$ cat config.mk
export PLATFORM = sky130hd
export DESIGN_NAME = dmux8way16_router
export DESIGN_NICKNAME = d
export VERILOG_FILES = /design/src/rtl/dmux8way16_router.sv
export SDC_FILE = /design/constraint.sdc
export NUM_CORES = 1
export LEC_CHECK = 0
export CORE_MARGIN = 4
export CORE_UTILIZATION = 35
export CTS_BUF_LIST = sky130_fd_sc_hd__clkbuf_4
export DETAILED_ROUTE_END_ITERATION = 7
export PLACE_DENSITY = 0.71
export SLEW_MARGIN = 10
export SYNTH_ARGS = -nofsm -noshare
export SYNTH_HDL_FRONTEND = slang
export SYNTH_SLANG_ARGS = --single-unit
$ cat constraint.sdc
create_clock -name CLK -period 3.3 [get_ports CLK]
set_clock_uncertainty 0.05 [all_clocks]
set_input_delay 0.33 -clock CLK [delete_from_list [all_inputs] [get_ports CLK]]
set_output_delay 0.33 -clock CLK [all_outputs]
set_load 0.01 [all_outputs]
$ cat src/rtl/dmux8way16_router.sv
// dmux8way16_router: registered 8-way demultiplexer/router.
// One word per cycle is accepted on a valid/ready input and parked in the
// single-entry holding register of the channel chosen by SEL (0=A .. 7=H).
// Each channel drains through its own valid/ready handshake. A full channel
// can take a new word in the same cycle its current word is drained.
module dmux8way16_router #(
  parameter int unsigned WIDTH = 16,
  parameter int unsigned CNT_W = 16
) (
  input  logic             CLK,
  input  logic             RST_N,
  input  logic [WIDTH-1:0] IN,
  input  logic [2:0]       SEL,
  input  logic             IN_VALID,
  output logic             IN_READY,
  output logic [WIDTH-1:0] A,
  output logic [WIDTH-1:0] B,
  output logic [WIDTH-1:0] C,
  output logic [WIDTH-1:0] D,
  output logic [WIDTH-1:0] E,
  output logic [WIDTH-1:0] F,
  output logic [WIDTH-1:0] G,
  output logic [WIDTH-1:0] H,
  output logic [7:0]       OUT_VALID,
  input  logic [7:0]       OUT_READY,
  output logic [CNT_W-1:0] XFER_COUNT
);

  localparam int unsigned NUM_CH = 8;

  typedef enum logic {
    CH_EMPTY = 1'b0,
    CH_FULL  = 1'b1
  } ch_state_e;

  ch_state_e        ch_state_q [NUM_CH];
  ch_state_e        ch_state_d [NUM_CH];
  logic [WIDTH-1:0] ch_data_q  [NUM_CH];
  logic [NUM_CH-1:0] ch_load;
  logic [NUM_CH-1:0] ch_drain;
  logic              in_xfer;
  logic [CNT_W-1:0]  xfer_count_q;

  // Input ready depends only on the selected channel's occupancy and its sink;
  // it is held low during reset so nothing is taken while state is cleared.
  always_comb begin
    IN_READY = 1'b0;
    if (RST_N) begin
      IN_READY = ~OUT_VALID[SEL] | OUT_READY[SEL];
    end
  end

  assign in_xfer = IN_VALID & IN_READY;

  // Decode per-channel load (input transfer addressed to it) and drain events.
  always_comb begin
    ch_load  = '0;
    ch_drain = '0;
    for (int unsigned i = 0; i < NUM_CH; i++) begin
      ch_load[i]  = in_xfer && (SEL == 3'(i));
      ch_drain[i] = OUT_VALID[i] & OUT_READY[i];
    end
  end

  // Per-channel EMPTY/FULL next state: a load always leaves the channel full,
  // a drain without a load empties it, otherwise the state is held.
  always_comb begin
    for (int unsigned i = 0; i < NUM_CH; i++) begin
      ch_state_d[i] = ch_state_q[i];
      case (ch_state_q[i])
        CH_EMPTY: begin
          if (ch_load[i]) ch_state_d[i] = CH_FULL;
        end
        CH_FULL: begin
          if (ch_drain[i] && !ch_load[i]) ch_state_d[i] = CH_EMPTY;
        end
        default: ch_state_d[i] = CH_EMPTY;
      endcase
    end
  end

  // Channel state registers; reset discards any held words.
  always_ff @(posedge CLK or negedge RST_N) begin
    if (!RST_N) begin
      for (int unsigned i = 0; i < NUM_CH; i++) begin
        ch_state_q[i] <= CH_EMPTY;
      end
    end else begin
      for (int unsigned i = 0; i < NUM_CH; i++) begin
        ch_state_q[i] <= ch_state_d[i];
      end
    end
  end

  // Channel data registers change only when their channel is loaded.
  always_ff @(posedge CLK or negedge RST_N) begin
    if (!RST_N) begin
      for (int unsigned i = 0; i < NUM_CH; i++) begin
        ch_data_q[i] <= '0;
      end
    end else begin
      for (int unsigned i = 0; i < NUM_CH; i++) begin
        if (ch_load[i]) ch_data_q[i] <= IN;
      end
    end
  end

  // Accepted-word counter, wraps modulo 2^CNT_W; drains do not touch it.
  always_ff @(posedge CLK or negedge RST_N) begin
    if (!RST_N) begin
      xfer_count_q <= '0;
    end else if (in_xfer) begin
      xfer_count_q <= xfer_count_q + CNT_W'(1);
    end
  end

  // Expose channel occupancy as the per-channel valid vector.
  always_comb begin
    OUT_VALID = '0;
    for (int unsigned i = 0; i < NUM_CH; i++) begin
      OUT_VALID[i] = (ch_state_q[i] == CH_FULL);
    end
  end

  assign A          = ch_data_q[0];
  assign B          = ch_data_q[1];
  assign C          = ch_data_q[2];
  assign D          = ch_data_q[3];
  assign E          = ch_data_q[4];
  assign F          = ch_data_q[5];
  assign G          = ch_data_q[6];
  assign H          = ch_data_q[7];
  assign XFER_COUNT = xfer_count_q;

endmodule

## Word-level counts from Yosys, hierarchy flattened

Cells that the tools add are included.

| word-level totals | value |
|---|---|
| register bits | 152 |
| bits of input ports | 30 |
| output and inout port bits | 153 |
| logic and storage cells | 99 |

| cells by class | value |
|---|---|
| add/subtract/negate cells | 1 |
| order comparisons | 1 |
| equality and inequality tests | 7 |
| mux-type cells | 29 |
| bitwise logic cells | 19 |
| reduce and logical (&&, ||, !) cells | 25 |

Operators by type and width:

| cell | count |
|---|---|
| $mux 1 | 19 |
| $add 16x1->16 const B | 1 |
| $logic_and 1x1->1 | 16 |
| $pmux 1 s2 | 8 |
| $eq 3x3->1 const B | 4 |
| $and 1x1->1 | 9 |
| $not 1->1 | 9 |
| $logic_not 1->1 | 8 |
| $bmux 1 s3 | 2 |
| $eq 3x2->1 const B | 2 |
| $lt 3x4->1 const B | 1 |
| $eq 3x1->1 const B | 1 |
| $logic_not 3->1 | 1 |
| $or 1x1->1 | 1 |

## Logic depth before layout (Yosys ltp)

| logic depth | value |
|---|---|
| depth in word-level cells | 11 |
| depth in mapped cells | 7 |
| depth with buffers taken out | 5 |

## Worst setup path before layout

Ideal clock, no wire load.

| timing | value |
|---|---|
| path type | input to register |
| from | in SEL[0] |
| to | reg ch_data_q, in the netlist A[10] |
| setup time | 0.125 ns |
| data arrival time | 1.759 ns |
| data required time | 3.125 ns |
| slack | 1.367 ns |
| stages | 5 |
| buffers on the path | 2 |
| cells stage by stage | or2_2 -> buf_2 -> nor4_4 -> buf_6 -> mux2_2 |

| on the way | value |
|---|---|
| cells in the longest elaborated chain, start to end | 7 |
| elaborated cells on any way between the ends | 10 |
| those cells by class | 5 x mux; 3 x bitwise; 2 x reduce/logical |

Ends and longest elaborated chain:

| what | line | text |
|---|---|---|
| start: declaration | 13 | `input logic [2:0] SEL,` |
| $bmux 1 s3 | 49 | `IN_READY = ~OUT_VALID[SEL] \| OUT_READY[SEL];` |
| $mux 1 (implied by the code) | 49 |  |
| $not 1->1 | 49 |  |
| $or 1x1->1 | 49 |  |
| $mux 1 | 48 | `if (RST_N) begin` |
| $and 1x1->1 | 53 | `assign in_xfer = IN_VALID & IN_READY;` |
| $logic_and 1x1->1 (*) | 60 | `ch_load[i] = in_xfer && (SEL == 3'(i));` |
| end signal: indexed assignment | 99 | `ch_data_q[i] <= '0;` |
| end signal: indexed assignment | 103 | `if (ch_load[i]) ch_data_q[i] <= IN;` |
| end: declaration | 38 | `logic [WIDTH-1:0] ch_data_q [NUM_CH];` |

Every way passes the cells marked *; elsewhere a longest branch is shown, timed or not. The select of a mux whose other input is x is not followed.
A chain may end at the register's enable or synchronous reset.

## Final worst setup path

| timing | value |
|---|---|
| from | in SEL[1] |
| to | out IN_READY |

| on the way | value |
|---|---|
| cells in the longest elaborated chain, start to end | 5 |
| elaborated cells on any way between the ends | 7 |
| those cells by class | 5 x mux; 2 x bitwise |

Ends and longest elaborated chain:

| what | line | text |
|---|---|---|
| $bmux 1 s3 | 49 |  |
| $mux 1 (implied by the code) | 49 |  |
| $not 1->1 | 49 |  |
| $or 1x1->1 (*) | 49 |  |
| $mux 1 (*) | 48 |  |
| end: declaration | 15 | `output logic IN_READY,` |

Marks and branches as above.

==> metrics.csv <==
stage,metric,value,unit
setup_path,CP Class,primary input to primary output,
setup_path,Worst R2R End,D[7],
clock_tree,CTS sink count,152,
floorplanning,Initial Util,0.3547,
setup_path,Worst EP required,2.92,ns
floorplanning,Die Span X,140.2,µm
sta,final setup vio count,0,
grt,GR Overflow Total,0,
logic_synthesis,Post-Synth Adder-Cell Area,0.002047,
finish,Syn-to-layout area delta,39.99,%
floorplanning,# IOs,183,
pwr,power share of the clock group,0.234,
finish,share of cells above drive strength 1,0.3195,
setup_path,Reg2Reg Depth,4,
routing,Residual DRC,0,
logic_synthesis,Synth Area in Compound Gates,0.03561,
grt,pin count of the biggest net entering global routing,83,
clock_tree,total number of H-tree levels,4,
setup_path,reg2reg setup slack,1.15,ns
routing,Initial DRT Pass Iterations,4,
sta,RSZ-0062 raised after global routing,no,
pwr,leakage,3.595,nW
sta,final hold viol count,0,
status,status,completed,
pwr,P_sw,1.536,mW
logic_synthesis,share of the synthesized area in the top cell type,0.6222,
pwr,share of power burned in registers,0.466,
routing,final antenna-violating net count,0,
clock_tree,Inserted Clock Buffers,17,
logic_synthesis,Netlist Area Pre-Place,6113,µm²
logic_synthesis,post-synthesis instance total,388,
pwr,Logic pwr share,0.300,
placed_design,post-DP HPWL,11460,µm
routing,drt via density,4.753,
sta,post-layout minimum cycle time,2.786,ns
sta,Tcrit/Tclk final,0.8443,
finish,"most common cell after layout, fill and taps aside",clkdlybuf4s50_1,
clock_tree,post-cts resize count,0,
logic_synthesis,share of synthesized registers carrying an async set or reset,1.000,
logic_synthesis,number of synthesized flops with an enable pin,0,
grt,initial antenna violation count,0,
sta,Worst Tran Pin Value,1.017,ns
logic_synthesis,sequential area share after synthesis,0.6222,
logic_synthesis,"Primary FF master, synth",dfrtp_1,
sta,Setup TNS Final,0,ns
logic_synthesis,simple-gate share of the synthesized area,0.05935,
worst_hold_path,worst min-delay path class,primary input to async pin,
setup_path,CP Max Fanout,7,
logic_synthesis,Yosys warnings,0,
placed_design,port bufs,182,
clock_tree,clock latency on the worst-skew pair,0.55,ns
routing,via count,3940,
pwr,switching share of power,0.2822,
finish,most frequent cells in the layout,"clkdlybuf4s50_1, dfrtp_1, mux2_2",
run,max-cap violations,0,
clock_tree,CTS tree,yes,
pwr,P per Cell Area,636.1,nW/µm²
logic_synthesis,largest cells by area after synthesis,"dfrtp_1, mux2_2, xnor2_1",
logic_synthesis,post-synthesis xor/xnor area fraction,0.02149,
logic_synthesis,largest family of logic cells by synthesized area,multiplexers,
logic_synthesis,leading area contributor after synthesis,dfrtp_1,
routing,Post-Route WL,15960,µm
floorplanning,floorplan row count,48,
setup_path,Critical Path AT,2.41,ns
finish,fin cells,829,
sta,fin. max-slew vios,0,
sta,Slew headroom,0.3217,
finish,final core occ,0.4965,
grt,global-route usage over all layers,0.1683,
setup_path,Worst setup SP type,primary input,
routing,Avg WL per Cell,19.25,µm
grt,first-pass GRT wire length,25670,µm
placed_design,final RePlAce weighted congestion,0.7586,
logic_synthesis,Seq cells post-synth,152,
grt,vias in the first global route,4414,
floorplanning,Core Area,17240,µm²
clock_tree,root buffer cell,clkbuf_4,
logic_synthesis,Synth Net Count,419,
finish,fin nets,622,
pwr,Max VDD drop,287.4,µV
floorplanning,Die ar.,19640,µm²
routing,drt initial violations,143,
clock_tree,CTS Buffer Depth,2,
setup_path,CP Capture Type,primary output,
logic_synthesis,Synth cell types,41,
pwr,Pint,3.908,mW
logic_synthesis,Synth Area per Inst,15.76,µm²
floorplanning,Die Height,140.2,µm
clock_tree,clk slew on worst S/H paths,0.13,ns
finish,ANT cells,0,
sta,FMAX,0.3589,GHz
setup_path,FF-to-FF Start,OUT_VALID[1],
logic_synthesis,post-synthesis mux area share,0.2376,
placed_design,placed insts,796,
-- worst max-delay path, stage by stage --
cell and delay [ns]:
clkdlybuf4s50_1 0.56, nand2b_1 0.38, o22a_1 0.28, a31oi_1 0.10
nor2b_1 0.19, clkdlybuf4s50_1 0.57
-- synthesized netlist by cell type, types with 3 or more instances --
| master | number |
|---|---|
| dfrtp_1 | 152 |
| mux2_2 | 129 |
| nand2_1 | 11 |
| inv_1 | 10 |
| xnor2_1 | 8 |
| xor2_1 | 7 |
| a211oi_1 | 6 |
| nand2b_1 | 6 |
| buf_2 | 4 |
| buf_4 | 4 |
| buf_6 | 4 |
| nand4_1 | 4 |
| nand3_1 | 3 |
| nor2b_1 | 3 |
| nor4_4 | 3 |
| or2_2 | 3 |
-- routing by layer --
layer / wire length, µm / track usage / vias to the layer above / part of all wire
li1: - / - / 1789 / -
met1: 6667 / 0.2021 / 2012 / 0.42
met2: 7942 / 0.2810 / 120 / 0.50
met3: 1129 / 0.06623 / 19 / 0.071
met4: 219 / 0.04895 / 0 / 0.014
met5: 0 / 0 / - / 0
-- worst max path at each step --
| stage | endpoint | from | slack (ns) |
|---|---|---|---|
| CTS | IN_READY | OUT_VALID[6] | 0.47 |
| global placement | IN_READY | SEL[0] | 0.56 |
| finish | IN_READY | SEL[1] | 0.51 |
| floorplan | A[10] | SEL[0] | 1.37 |
| global route | IN_READY | SEL[1] | 0.35 |
| detailed placement | IN_READY | SEL[1] | 0.51 |
-- power by group through the flow --
| stage | Clock (mW) | Combinational (mW) | Sequential (mW) |
|---|---|---|---|
| CTS | 1.33 | 1.67 | 2.54 |
| global route | 1.40 | 1.75 | 2.59 |
| global placement | 0 | 1.63 | 2.55 |
| finish | 1.27 | 1.64 | 2.53 |
| detailed placement | 0 | 1.66 | 2.58 |
| floorplan | 0 | 0.411 | 2.72 |
-- cells by family after synthesis --
group / after synthesis
buffers and inverters: 22
multiplexers: 129
flip-flops: 152
XOR/XNOR: 15
AND/OR/NAND/NOR: 49
adder cells (fa/ha/maj): 1
AO/OA/AOI/OAI: 20
-- what timing repair did --
| action | CTS | global route |
|---|---|---|
| setup buffers | 0 | 0 |
| endpoints found under the hold margin | 14 | 0 |
| hold buffers | 1 | 0 |
-- per-stage QoR --
step	instance area, µm²	power (mW)	hold WS (ns)	setup slack (ns)
finish	8558	5.444	0.1221	0.5139
global route	8558	5.736	0.07253	0.3524
CTS	8558	5.535	0.06101	0.4664
detailed placement	8227	4.232	0.1404	0.5068
global placement	8227	4.184	0.1409	0.5588
floorplan	6113	3.135	-0.01559	1.367
-- final cells by class --
cell class / count / area, µm²
clock buffer: 19 / 142.6
clock inverter: 13 / 178.9
fill: 1480 / 8678
inverter: 10 / 37.54
multi-input combinational: 214 / 2183
sequential: 152 / 3804
tap: 225 / 281.5
timing repair buffer: 196 / 1931
No activity file was read; power rests on OpenSTA's default activity.
